--- config.mk ---
export PLATFORM = sky130hd
export DESIGN_NAME = reg_to_apb_master
export DESIGN_NICKNAME = d
export VERILOG_FILES = /design/src/rtl/reg_to_apb_master.sv
export SDC_FILE = /design/constraint.sdc
export NUM_CORES = 1
export LEC_CHECK = 0
export ABC_AREA = 0
export ABC_CLOCK_PERIOD_IN_PS = 4650
export CAP_MARGIN = 20
export CORE_MARGIN = 1.5
export CORE_UTILIZATION = 40
export DETAILED_ROUTE_END_ITERATION = 7
export HOLD_SLACK_MARGIN = 0.08
export PLACE_DENSITY = 0.79
export SYNTH_ARGS = -nofsm -noshare
export SYNTH_HDL_FRONTEND = slang
export SYNTH_SLANG_ARGS = --single-unit
--- constraint.sdc ---
create_clock -name clk_i -period 4.65 [get_ports clk_i]
set_input_delay 1.1625 -clock clk_i [delete_from_list [all_inputs] [get_ports clk_i]]
set_output_delay 1.1625 -clock clk_i [all_outputs]
set_load 0.02 [all_outputs]
--- src/rtl/reg_to_apb_master.sv ---
// REG_BUS slave to APB3 master bridge: one SETUP/ACCESS transfer per request,
// with an optional pready timeout and registered completion back on REG_BUS.
module reg_to_apb_master #(
    parameter int ADDR_WIDTH     = 32,
    parameter int DATA_WIDTH     = 32,
    parameter int TIMEOUT_CYCLES = 256
) (
    input  logic                    clk_i,
    input  logic                    rst_ni,
    input  logic [ADDR_WIDTH-1:0]   reg_addr_i,
    input  logic                    reg_write_i,
    input  logic [DATA_WIDTH-1:0]   reg_wdata_i,
    input  logic [DATA_WIDTH/8-1:0] reg_wstrb_i,
    input  logic                    reg_valid_i,
    output logic [DATA_WIDTH-1:0]   reg_rdata_o,
    output logic                    reg_error_o,
    output logic                    reg_ready_o,
    output logic [ADDR_WIDTH-1:0]   paddr_o,
    output logic [DATA_WIDTH-1:0]   pwdata_o,
    output logic                    pwrite_o,
    output logic                    psel_o,
    output logic                    penable_o,
    input  logic [DATA_WIDTH-1:0]   prdata_i,
    input  logic                    pready_i,
    input  logic                    pslverr_i,
    output logic                    timeout_o
);

    typedef enum logic [1:0] {IDLE, SETUP, ACCESS, RESP} state_t;

    localparam int CNT_W = (TIMEOUT_CYCLES > 0) ? $clog2(TIMEOUT_CYCLES + 1) : 1;
    localparam logic [CNT_W-1:0] CNT_LAST =
        CNT_W'((TIMEOUT_CYCLES > 0) ? TIMEOUT_CYCLES - 1 : 0);
    localparam logic [CNT_W-1:0] CNT_MAX = '1;

    state_t           state;
    logic [CNT_W-1:0] wait_cnt;
    logic             full_strb;

    // APB has no byte strobes, so partial writes cannot be forwarded.
    assign full_strb = &reg_wstrb_i;

    always_ff @(posedge clk_i) begin
        if (!rst_ni) begin
            state       <= IDLE;
            wait_cnt    <= '0;
            reg_rdata_o <= '0;
            reg_error_o <= 1'b0;
            reg_ready_o <= 1'b0;
            paddr_o     <= '0;
            pwdata_o    <= '0;
            pwrite_o    <= 1'b0;
            psel_o      <= 1'b0;
            penable_o   <= 1'b0;
            timeout_o   <= 1'b0;
        end else begin
            case (state)
                IDLE: begin
                    reg_ready_o <= 1'b0;
                    timeout_o   <= 1'b0;
                    if (reg_valid_i) begin
                        if (!reg_write_i || full_strb) begin
                            paddr_o  <= reg_addr_i;
                            pwdata_o <= reg_wdata_i;
                            pwrite_o <= reg_write_i;
                            psel_o   <= 1'b1;
                            state    <= SETUP;
                        end else begin
                            reg_ready_o <= 1'b1;
                            reg_error_o <= 1'b1;
                            reg_rdata_o <= '0;
                            state       <= RESP;
                        end
                    end
                end
                SETUP: begin
                    penable_o <= 1'b1;
                    state     <= ACCESS;
                end
                ACCESS: begin
                    if (pready_i) begin
                        psel_o      <= 1'b0;
                        penable_o   <= 1'b0;
                        reg_ready_o <= 1'b1;
                        reg_rdata_o <= pwrite_o ? '0 : prdata_i;
                        reg_error_o <= pslverr_i;
                        state       <= RESP;
                    end else if (TIMEOUT_CYCLES != 0 && wait_cnt == CNT_LAST) begin
                        psel_o      <= 1'b0;
                        penable_o   <= 1'b0;
                        reg_ready_o <= 1'b1;
                        reg_rdata_o <= '0;
                        reg_error_o <= 1'b1;
                        timeout_o   <= 1'b1;
                        state       <= RESP;
                    end else if (wait_cnt != CNT_MAX) begin
                        wait_cnt <= wait_cnt + CNT_W'(1);
                    end
                end
                RESP: begin
                    reg_ready_o <= 1'b0;
                    reg_error_o <= 1'b0;
                    reg_rdata_o <= '0;
                    timeout_o   <= 1'b0;
                    wait_cnt    <= '0;
                    state       <= IDLE;
                end
                default: state <= IDLE;
            endcase
        end
    end

endmodule

==> results of run 1 <==
==> cells in the mapped netlist (2+ instances only) <==
cell	count
xnor2_1	7
clkbuf_1	24
a311oi_1	2
nor2_1	15
nand3_1	5
buf_6	5
ha_1	8
a211oi_2	3
a21oi_1	73
buf_2	2
dfxtp_1	113
nand4_1	2
nand2_1	202
nor3b_1	2
mux2i_1	35
buf_1	4
a211oi_1	2
inv_1	5
nor3_1	2
o21ai_0	3
a21boi_0	2
==> layout by cell type (no fill, tap or decap), drive strengths merged <==
cell type and instances:
clkdlybuf4s50 207, nor3 2, ha 8, or2b 1, clkbuf 20, nor2 15
o211ai 1, nand2 202, a211oi 5, nand2b 1, and2b 1, or4b 1
o31a 1, o21ba 1, o21ai 4, buf 6, a21oi 73, mux2i 35
a21o 1, inv 6, xnor2 7, bufinv 3, a311oi 2, dfxtp 113
nand4 2, nor3b 2, nand3 5, and2 1, a21boi 2, clkinv 6
clkinvlp 2
==> path summary, 6_finish.rpt <==
path / start / end / slack, ps / depth (start not counted)
setup reg to reg: wait_cnt[0] / reg_rdata_o[16] / 1840 / 9
hold / removal: paddr_o[27] / paddr_o[27] / 450 / 2
setup / recovery: pready_i / reg_rdata_o[16] / 1690 / 6
hold reg to reg: paddr_o[27] / paddr_o[27] / 450 / 2
==> per-layer routing <==
layer	vias up	share of wire, %	GRT usage, %
li1	2111	-	-
met1	1937	42	24.2
met2	142	49	35.9
met3	23	6.8	6.36
met4	0	2.0	8.46
met5	-	0	0
==> cell type report <==
class | count | area, um^2 | area share, %
clock buffers | 20 | 435 | 6.10
inverters | 6 | 22.5 | 0.316
well taps | 140 | 175 | 2.46
multi-input cells | 373 | 1960 | 27.4
flip-flops and latches | 113 | 2260 | 31.7
repair buffers | 213 | 2140 | 30.0
clock inverters | 11 | 139 | 1.95
==> cell families (layout without fill, tap and decap cells) <==
kind of cell	count (synthesis)	after routing	share of synthesized area [%]
simple gates	233	233	20.9
flops	113	113	51.5
compound gates	90	90	11.5
buf+inv	41	250	4.42
mux	35	35	7.98
fa+ha+maj	8	8	2.28
xor+xnor	7	7	1.40
==> worst register-to-register path, stage by stage (launching register included) <==
cell	delay, ps
dfxtp_1	370
ha_1	240
nand3_1	100
nor2_1	140
ha_1	240
nor3b_1	100
a21oi_1	340
nor3b_2	660
buf_12	300
mux2i_1	250
==> through the flow <==
step	util [%]	hold slack [ps]
after detailed placement	60.8	448
after CTS	66.1	454
final	66.1	451
after global routing	66.1	467
after global placement	60.6	441
after floorplan	-	461
==> registers in the layout (all words and copies together) (netlist names) <==
register,count
reg_error_o,1
timeout_o,1
pwrite_o,1
state,2
reg_ready_o,1
psel_o,1
penable_o,1
wait_cnt,9
pwdata_o,32
reg_rdata_o,32
paddr_o,32
==> power by group through the flow <==
stage | Sequential, mW | Combinational, mW | Clock [mW]
2_1_floorplan | 1.29 | 0.498 | 0
3_3_place_gp | 1.17 | 0.969 | 0
3_5_place_dp | 1.17 | 0.993 | 0
4_1_cts | 1.16 | 0.998 | 1.27
5_1_grt | 1.17 | 1.07 | 1.32
6_report | 1.16 | 0.992 | 1.25
==> results.py, run 1 <==
metrics = {
    "clocking": {
        "clk-insertion-delay-late_ps": 500,
        "root_buffer": "clkbuf_8",
        "cts_tree": "built",
        "cts_max_level": 4,
        "cts-buffers-inserted": 17,
        "cts_resized": 0,
        "hold_buffers": 0,
        "cts_post_setup_buffers_inserted": 0,
        "clk_path_buf_depth": 2,
        "cts.clk_slew.worst_paths_ps": 50,
        "clock-sinks": 113,
    },
    "critical_path": {
        "critPathKind": "in2reg",
        "worst_path_dominant_cell_family": "buffers and inverters",
        "cp_max_fo": 28,
        "cp-end-kind": "register",
        "crit_arrival_ps": 3370,
        "cpPeakStageDelay_ps": 660,
        "path_cells": "clkdlybuf4s50_1 -> nor3b_1 -> a21oi_1 -> nor3b_2 -> buf_12 -> mux2i_1",
        "path_buf_inv": 2,
        "crit_slowest_cell": "nor3b_2",
        "cp.required_ps": 5060,
        "crit_path_start_kind": "input port",
    },
    "floorplan": {
        "ioPinCount": 208,
        "die_h_um": 108,
        "core_area_um2": 10800,
        "rows": 38,
        "initial_core_util_pct": 40.7,
        "die_w_um": 108,
        "dieArea_um2": 11600,
    },
    "yosys": {
        "synth_ff_type": "dfxtp_1",
        "yosysTopAreaCellShare_pct": 51.5,
        "ys_ff_latch": 113,
        "synth_top_cell_by_area": "dfxtp_1",
        "yosys_warnings": 0,
        "syn_inst": 527,
        "synth_area_per_cell_um2": 8.33,
        "syn_nets": 641,
        "synth_cell_types": 32,
        "ys_seq_area_share_pct": 51.5,
        "synth_area_um2": 4390,
        "synth_edf_count": 0,
        "ys_async_sr_fraction_pct": 0,
        "synth_area_leaders": "dfxtp_1 (52%), nand2_1 (17%), a21oi_1 (8.3%)",
    },
    "finish": {
        "fin_cells": 876,
        "layout.nets": 838,
        "postLayoutCellArea_um2": 7130,
        "n_antenna_cell": 0,
        "final_layout_size_suffix_gt1_share_pct": 6.39,
        "fill_cells": 909,
        "syn_to_final_growth_pct": 62.5,
    },
    "placed_design": {
        "pre_cts_slack_ps": 1240,
        "gp_congestion": 0.799,
        "io_buffers": 207,
        "hpwl_um": 8710,
        "placedCellCount": 845,
        "placed_area_um2": 6560,
    },
    "grt": {
        "grt_pass1_vias": 4157,
        "grt_usage_pct": 20.9,
        "antenna_found_initial": 0,
        "grt_max_degree": 70,
        "overflow": 0,
        "grt_pass1_wl_um": 19300,
    },
    "sta": {
        "setup_ws_ps": 1690,
        "clock.fmax_mhz": 338,
        "rsz0062_at_grt": "no",
        "slew-limit-headroom_pct": 46.0,
        "min_period_ps": 2960,
        "slew_viol_final": 0,
        "finClkSkew_ps": 12.0,
        "post-route-period-util_pct": 63.6,
        "tightest_slew_ps": 806,
        "setup_viol": 0,
        "finalSetupTns_ps": 0,
        "timing.final.hold_violations": 0,
    },
    "routing": {
        "drc": 0,
        "routed_via_density": 4.81,
        "drt-initial-drc-count": 214,
        "post_drt_wl_per_cell_um": 14.0,
        "drtAntennaViolNets": 0,
        "first_pass_iters": 4,
        "finalWirelength_um": 12300,
        "vias": 4213,
    },
    "power": {
        "comb_power_share_pct": 29.2,
        "share_clk_of_total_power_pct": 36.8,
        "p_int_mw": 2.38,
        "p_switching_mw": 1.02,
        "ir_drop_mv": 0.255,
        "seqPwrFrac_pct": 34.0,
        "swShare_pct": 30.0,
        "p_leak_nw": 2.56,
        "power.density_nw_per_um2": 476,
        "power.total_mw": 3.40,
    },
    "flow_run": {
        "drv_cap": 0,
    },
    "status": {
        "status": "complete, no violations",
    },
    "min_path": {
        "holdCritPathClass": "reg2reg",
    },
}
Power figures use the tool's default switching activity.
==> run 2: changes to the inputs <==
Settings changed: ABC_CLOCK_PERIOD_IN_PS 4650 to 2600, CORE_UTILIZATION 40 to 37, PLACE_DENSITY 0.79 to 0.76.
Clock period 4.65 ns to 2.6 ns, I/O delays scaled along.
==> results.py, run 2 (synthesis gave the netlist of run 1 again) <==
metrics = {
    "routing": {
        "first_pass_iters": 7,
        "routed_via_density": 4.76,
        "post_drt_wl_per_cell_um": 13.7,
        "drc": 16,
        "drt-initial-drc-count": 257,
        "drtAntennaViolNets": 0,
        "vias": 4225,
        "finalWirelength_um": 12100,
    },
    "clocking": {
        "cts_max_level": 4,
        "cts_tree": "built",
        "cts_post_setup_buffers_inserted": 0,
        "clk_path_buf_depth": 2,
        "clock-sinks": 113,
        "clk-insertion-delay-late_ps": 410,
        "cts.clk_slew.worst_paths_ps": 50,
        "cts-buffers-inserted": 17,
        "hold_buffers": 0,
        "cts_resized": 0,
        "root_buffer": "clkbuf_16",
    },
    "critical_path": {
        "critPathKind": "reg2reg",
        "cp.required_ps": 2930,
        "cp_max_fo": 33,
        "cp-end-kind": "register",
        "crit_arrival_ps": 2580,
        "crit_path_start_kind": "register",
    },
    "finish": {
        "fin_cells": 887,
        "multi_input_area_um2": 1960,
        "final_common_cell": "clkdlybuf4s50_1",
        "reg_top3": "paddr_o (32), pwdata_o (32), reg_rdata_o (32)",
        "fill_cells": 1018,
        "syn_to_final_growth_pct": 63.2,
        "postLayoutCellArea_um2": 7170,
        "final_cell_mix": "clkdlybuf4s50_1 (207), nand2_1 (202), dfxtp_1 (113)",
        "final_layout_size_suffix_gt1_share_pct": 6.99,
        "n_antenna_cell": 0,
        "ff_latch_area_um2": 2260,
        "layout.nets": 845,
        "final_core_util_pct": 62.2,
    },
    "sta": {
        "clock.fmax_mhz": 444,
        "timing.final.hold_violations": 0,
        "slew-limit-headroom_pct": 51.7,
        "slew_viol_final": 0,
        "setup_ws_ps": 347,
        "setup_viol": 0,
        "post-route-period-util_pct": 86.7,
        "rsz0062_at_grt": "no",
        "hold_slack_ps": 450,
        "tightest_slew_ps": 725,
        "finClkSkew_ps": 5.67,
        "finalSetupTns_ps": 0,
        "min_period_ps": 2250,
    },
    "grt": {
        "overflow": 0,
        "grt_pass1_vias": 4254,
        "grt_max_degree": 70,
        "grt_pass1_wl_um": 19800,
        "grt_usage_pct": 19.8,
        "antenna_found_initial": 0,
    },
    "status": {
        "status": "finished with violations",
        "violations": "DRC",
    },
    "power": {
        "comb_power_share_pct": 30.0,
        "p_int_mw": 4.24,
        "seqPwrFrac_pct": 34.4,
        "ir_drop_mv": 0.460,
        "p_leak_nw": 2.59,
        "swShare_pct": 29.5,
        "power.total_mw": 6.00,
        "share_clk_of_total_power_pct": 35.6,
        "power.density_nw_per_um2": 838,
        "p_switching_mw": 1.77,
    },
    "placed_design": {
        "gp_congestion": 0.804,
        "io_buffers": 207,
        "placed_area_um2": 6600,
        "placedCellCount": 855,
        "pre_cts_slack_ps": 209,
        "hpwl_um": 8770,
    },
    "min_path": {
        "holdCritPathClass": "reg2reg",
    },
    "floorplan": {
        "die_h_um": 112,
        "die_w_um": 112,
        "dieArea_um2": 12500,
        "core_area_um2": 11500,
        "rows": 39,
        "ioPinCount": 208,
        "initial_core_util_pct": 38.1,
    },
    "flow_run": {
        "drv_cap": 0,
    },
}
run 2: cell types whose count changed in the layout (fill, tap and decap cells not counted), sizes merged:
| cell | delta |
|---|---|
| buf | +7 |
| bufinv | -2 |
| clkbuf | +7 |
| clkinv | -2 |
| clkinvlp | -2 |
run 2: metal layers:
metal  share of wire, %  global-route usage (%)  up-vias
met3                7.6                    6.86       29
met1                 39                    21.5     1938
met5                  0                       0        -
met2                 50                    34.9      135
met4                2.6                    9.37        0
li1                   -                       -     2123
run 2: worst max-delay path, cell delays in order, from the launching register on:
cell     delay (ps)
dfxtp_1         370
ha_1            230
nand3_1          90
nor2_1          180
ha_1            270
nor3b_1         100
a21oi_1         150
nor3b_2         260
buf_12          280
mux2i_1         230
run 2: final timing paths:
| path | slack, ps | startpoint | endpoint | depth (start not counted) |
|---|---|---|---|---|
| worst min register to register | 450 | pwdata_o[11] | pwdata_o[11] | 2 |
| worst max-delay path | 350 | wait_cnt[0] | reg_rdata_o[18] | 9 |
| worst max register to register | 350 | wait_cnt[0] | reg_rdata_o[18] | 9 |
| worst min-delay path | 450 | pwdata_o[11] | pwdata_o[11] | 2 |
run 2: cell type report:
cell class	instances	share of cell area [%]
Sequential cell	113	31.6
Timing Repair Buffer	220	30.5
Multi-Input combinational cell	373	27.3
Clock buffer	27	7.16
Tap cell	143	2.50
Clock inverter	5	0.698
Inverter	6	0.314
run 2: power groups by stage:
stage	Combinational (mW)	Clock (mW)	Sequential (mW)
6_report	1.80	2.14	2.06
4_1_cts	1.81	2.20	2.06
3_3_place_gp	1.77	0	2.08
5_1_grt	1.94	2.28	2.09
3_5_place_dp	1.81	0	2.09
2_1_floorplan	0.891	0	2.30
==> run 3: changes to the inputs <==
Settings changed: SLEW_MARGIN set to 40.
==> results of run 3 <==
Final layout, timing and power as in run 2 (identical DEF).
